**src/rtl/interp_pkg.sv**
```systemverilog
// Shared constants for the HEVC interpolation mux and its sequencer.
// The mux decodes sel against the same round boundaries that the sequencer counts through.
package interp_pkg;

    localparam int unsigned NUM_PIXEL = 8;
    localparam int unsigned SEL_W     = 8;

    localparam int unsigned R1_LEN = 4 * NUM_PIXEL;
    localparam int unsigned R2_LEN = R1_LEN - 5;

    // Each round issues integer rows, then integer columns, then half-B rows.
    localparam int unsigned R1_COL_BASE    = NUM_PIXEL + 8;
    localparam int unsigned R1_HALF_B_BASE = R1_COL_BASE + NUM_PIXEL;
    localparam int unsigned R2_COL_BASE    = NUM_PIXEL + 3;
    localparam int unsigned R2_HALF_B_BASE = R2_COL_BASE + NUM_PIXEL;

    typedef enum logic [1:0] {
        StIdle,
        StR1,
        StR2,
        StDrain
    } state_e;

endpackage

```
**src/rtl/interp_sel_counter.sv**
```systemverilog
// Select-code counter for the interpolation sequencer.
// Supports synchronous load-to-zero and count enable, and flags the last code of the round.
module interp_sel_counter
    import interp_pkg::*;
(
    input  logic             clock,
    input  logic             reset,
    input  logic             load,
    input  logic             enable,
    input  logic [SEL_W-1:0] round_len,
    output logic [SEL_W-1:0] count,
    output logic             terminal
);

    logic [SEL_W-1:0] count_q;

    always_ff @(posedge clock or posedge reset) begin
        if (reset) begin
            count_q <= '0;
        end else if (load) begin
            count_q <= '0;
        end else if (enable) begin
            count_q <= count_q + SEL_W'(1);
        end
    end

    assign count    = count_q;
    assign terminal = (count_q == round_len - SEL_W'(1));

endmodule

```
**src/rtl/interp_mux_sequencer.sv**
```systemverilog
// Sequences the registered row mux of the sub-pixel interpolator through one or two rounds.
// Every issued select produces exactly one mux_valid on the following cycle.
module interp_mux_sequencer
    import interp_pkg::*;
(
    input  logic             clock,
    input  logic             reset,
    input  logic             start,
    input  logic [1:0]       frac_x,
    input  logic [1:0]       frac_y,
    input  logic             out_ready,
    output logic             busy,
    output logic [SEL_W-1:0] sel,
    output logic             first_round,
    output logic [3:0]       frac_out,
    output logic             mux_valid,
    output logic             mux_last,
    output logic             done
);

    state_e           state_q, state_d;
    logic [3:0]       frac_q, frac_d;
    logic             first_round_q, first_round_d;
    logic             valid_q, last_q, done_q;
    logic             issue, last_d;
    logic             cnt_load, cnt_enable, cnt_terminal;
    logic [SEL_W-1:0] round_len;
    logic             need_r2;

    assign need_r2   = (frac_q[1:0] != 2'd0) && (frac_q[3:2] != 2'd0);
    assign round_len = first_round_q ? SEL_W'(R1_LEN) : SEL_W'(R2_LEN);

    interp_sel_counter u_sel_counter (
        .clock     (clock),
        .reset     (reset),
        .load      (cnt_load),
        .enable    (cnt_enable),
        .round_len (round_len),
        .count     (sel),
        .terminal  (cnt_terminal)
    );

    always_comb begin
        state_d       = state_q;
        frac_d        = frac_q;
        first_round_d = first_round_q;
        issue         = 1'b0;
        last_d        = 1'b0;
        cnt_load      = 1'b0;
        cnt_enable    = 1'b0;
        unique case (state_q)
            StIdle: begin
                cnt_load      = 1'b1;
                first_round_d = 1'b1;
                if (start) begin
                    frac_d  = {frac_y, frac_x};
                    state_d = StR1;
                end
            end
            StR1: begin
                issue = out_ready;
                if (issue) begin
                    if (!cnt_terminal) begin
                        cnt_enable = 1'b1;
                    end else if (need_r2) begin
                        cnt_load      = 1'b1;
                        first_round_d = 1'b0;
                        state_d       = StR2;
                    end else begin
                        last_d  = 1'b1;
                        state_d = StDrain;
                    end
                end
            end
            StR2: begin
                issue = out_ready;
                if (issue) begin
                    if (!cnt_terminal) begin
                        cnt_enable = 1'b1;
                    end else begin
                        last_d  = 1'b1;
                        state_d = StDrain;
                    end
                end
            end
            StDrain: begin
                // The final row is already in the mux register; start is not sampled here.
                cnt_load      = 1'b1;
                first_round_d = 1'b1;
                state_d       = StIdle;
            end
            default: state_d = StIdle;
        endcase
    end

    always_ff @(posedge clock or posedge reset) begin
        if (reset) begin
            state_q       <= StIdle;
            frac_q        <= 4'd0;
            first_round_q <= 1'b1;
            valid_q       <= 1'b0;
            last_q        <= 1'b0;
            done_q        <= 1'b0;
        end else begin
            state_q       <= state_d;
            frac_q        <= frac_d;
            first_round_q <= first_round_d;
            valid_q       <= issue;
            last_q        <= last_d;
            done_q        <= last_d;
        end
    end

    assign busy        = (state_q != StIdle);
    assign first_round = first_round_q;
    assign frac_out    = frac_q;
    assign mux_valid   = valid_q;
    assign mux_last    = last_q;
    assign done        = done_q;

endmodule
```
**config.mk**
```make
export PLATFORM = sky130hd
export DESIGN_NAME = interp_mux_sequencer
export DESIGN_NICKNAME = d
export VERILOG_FILES = /design/src/rtl/interp_pkg.sv /design/src/rtl/interp_sel_counter.sv /design/src/rtl/interp_mux_sequencer.sv
export SDC_FILE = /design/constraint.sdc
export NUM_CORES = 1
export LEC_CHECK = 0
export BUFFER_PORTS_ARGS = -buffer_cell sky130_fd_sc_hd__buf_2
export CORE_MARGIN = 10
export CORE_UTILIZATION = 50
export CTS_CLUSTER_DIAMETER = 60
export CTS_CLUSTER_SIZE = 14
export DETAILED_ROUTE_END_ITERATION = 8
export PLACE_DENSITY = 0.85
export SYNTH_ARGS = -nofsm -noshare
export SYNTH_HDL_FRONTEND = slang
export SYNTH_SLANG_ARGS = --single-unit
```
**constraint.sdc**
```tcl
create_clock -name clock -period 2.3 [get_ports clock]
set_clock_uncertainty 0.2 [all_clocks]
set_input_delay 0.345 -clock clock [delete_from_list [all_inputs] [get_ports clock]]
set_output_delay 0.345 -clock clock [all_outputs]
set_load 0.03 [all_outputs]
```
==> results_dict.tcl <==
set metrics [dict create \
    ctsResizeCount 0 \
    die_y_um 63.5 \
    clkPwrFrac_pct 12.7 \
    ys_ff_latch 17 \
    cts.sinks 17 \
    cp-end-kind "flop" \
    cts_hold_buf 1 \
    rsz0062_at_grt "false" \
    finalCritPeriodShare_pct 91.2 \
    finalSetupTns_ns 0 \
    h-tree-depth 1 \
    status "finished clean" \
    worstPathRequired_ns 2.32 \
    synth_nets 107 \
    ios 25 \
    drt_first_pass_iters 4 \
    finalWorstSetupSlack_ns 0.203 \
    routabilityCongestion 0.823 \
    cts_root_buf "clkbuf_4" \
    netlist_area_sq_um 947 \
    final.min_clock_period_ns 2.10 \
    max_cap_violations 0 \
    cts_buffers 3 \
    synth_area_leaders "dfrtp_1 42%, ha_1 6.6%, mux2_2 5.9%, a21oi_1 3.2%, nor2_1 3.2%" \
    cp_max_fo 14 \
    vias_per_cell 5.59 \
    row_count 15 \
    maxSlewViolCount 0 \
    syn_to_final_growth_pct 17.2 \
    n_fill_cell 155 \
    min_to "frac_out[0]" \
    grt_max_degree 18 \
    combPwrFrac_pct 52.2 \
    antenna_found_initial 0 \
    synth_top_cell_area_share_pct 42.3 \
    p_seq_share_pct 35.2 \
    r2r_slack_ns 0.20 \
    hp-start "frac_x[0]" \
    dp_hpwl_um 1590 \
    clkSlewWorstSetupHoldPaths_ns 0.11 \
    final_common_cell "buf_2" \
    r2r_cells 4 \
    final_cells 145 \
    final_hold_viol_count 0 \
    ant_nets 0 \
    regToRegEndpoint "u_sel_counter.count[5]" \
    switchingPower_uw 600 \
    yosysWarnings 0 \
    wl_per_cell_um 14.6 \
    whs_path_depth 2 \
    overflow 0 \
    avgSynthCellArea_sq_um 10.1 \
    worstMarginPinSlew_ns 0.623 \
    hp-class "input pin to flop" \
    max_freq_ghz 0.477 \
    power_mw 1.28 \
    power_density_nw_per_um2 1150 \
    drive_above_1_share_pct 30.0 \
    cts_tree "built" \
    clockBufferDepth 2 \
    cts_setup_buffers 0 \
    p_int_uw 680 \
    vias 810 \
    final_cell_mix "24 x buf_2, 16 x dfrtp_1, 8 x nor2_1, 7 x inv_1, 6 x a21oi_1" \
    yosys.area.top_type "dfrtp_1" \
    crit_path_start_kind "flop" \
    setup_viol 0 \
    die_x_um 63.5 \
    wl_um 2110 \
    ys_types 35 \
    drc 0 \
    grt_pass1_wl_um 3560 \
    switching_share_pct 46.9 \
    critical_path_class "flop to flop" \
    core_area_sq_um 1760 \
    track_usage_pct 10.3 \
    drt_iter0_markers 34 \
    ir_drop_mv 0.756 \
    final_net_count 134 \
    io_buffers 24 \
    ys_seq_area_share_pct 45.0 \
    p_leak_nw 0.555 \
    initial_core_util_pct 53.7 \
    insertedDiodeCount 0 \
    r2r-start "u_sel_counter.count[2]" \
    die-area_sq_um 4040 \
    dp.cells 140 \
    synth_cells 94 \
    dp_slack_ns 0.236 \
    slew_headroom_pct 58.4 \
    worstPathArrival_ns 2.12 \
    clk_latency_ns 0.29 \
    grt_pass1_vias 785 \
]
-- how the worst max path moves through the flow --
stage | from | endpoint | slack (ns)
finish | u_sel_counter.count[2] | u_sel_counter.count[5] | 0.20
global route | u_sel_counter.count[5] | u_sel_counter.count[3] | 0.05
CTS | u_sel_counter.count[2] | u_sel_counter.count[5] | 0.20
detailed placement | u_sel_counter.count[2] | u_sel_counter.count[5] | 0.24
global placement | u_sel_counter.count[2] | u_sel_counter.count[5] | 0.28
floorplan | u_sel_counter.count[2] | u_sel_counter.count[5] | 0.30
-- worst max-delay path, stage by stage (launching register included) --
cell,delay [ns]
dfrtp_1,0.49
and3_4,0.23
o2111a_1,0.38
or4_1,0.56
a21oi_1,0.17
-- routing by layer --
metal	part of all wire, %	global-route usage, %
met5	0	0
met4	1.4	4.92
met3	4.9	1.41
met2	52	17.6
met1	42	12.3
-- kinds of logic after synthesis --
group | after synthesis | share of synthesized area (%)
AND/OR/NAND/NOR | 34 | 19.8
AO/OA/AOI/OAI | 21 | 15.2
flip-flops | 17 | 45.0
buffers and inverters | 10 | 5.55
multiplexers | 5 | 5.94
adder cells (fa/ha/maj) | 5 | 6.61
XOR/XNOR | 2 | 1.85
-- sequential cells by signal, indices dropped and copies added, names as in the netlist --
register and count:
done 1, first_round 1, frac_out 4, mux_valid 1, state_q 2, u_sel_counter.count 8
-- per-stage QoR --
stage                     hold WS, ns  cell area [sq um]  util [%]
after floorplan                0.0703                947         -
after detailed placement        0.260               1070      60.8
after global placement          0.260               1070      60.8
after global routing           0.0789               1110      62.9
final                          0.0837               1110      62.9
after CTS                      0.0804               1110      62.9
-- synthesized netlist by cell type (all sizes together) --
cell / instances
a21boi: 1
a21oi: 6
a311oi: 1
a31o: 1
a41oi: 1
and3: 2
and4: 1
buf: 3
dfrtp: 16
dfstp: 1
ha: 5
inv: 7
mux2: 5
nand2: 5
nand2b: 2
nand3: 2
nand3b: 1
nand4: 2
nor2: 8
nor2b: 1
nor3: 4
nor3b: 1
nor4b: 1
o2111a: 1
o2111ai: 1
o211a: 1
o21ai: 4
o221ai: 1
o22ai: 1
o31ai: 2
or3: 2
or4: 2
xnor2: 2
-- power groups by stage --
stage                     combinational, mW  sequential, mW  clock [mW]
final                                 0.668           0.450       0.162
after global routing                  0.743           0.466       0.175
after CTS                             0.669           0.449       0.164
after detailed placement              0.663           0.455           0
after global placement                0.652           0.450           0
after floorplan                       0.380           0.562           0
-- area by class of cell --
type                    instances  area (sq um)  share of cell area (%)
clock inverters                 1          5.00                   0.451
inverters                       7          26.3                    2.37
well taps                      25          31.3                    2.82
multi-input cells              67           468                    42.2
clock buffers                   3          22.5                    2.03
repair buffers                 25           130                    11.7
flip-flops and latches         17           427                    38.4
Note: power is estimated with default switching activity, not from simulation.
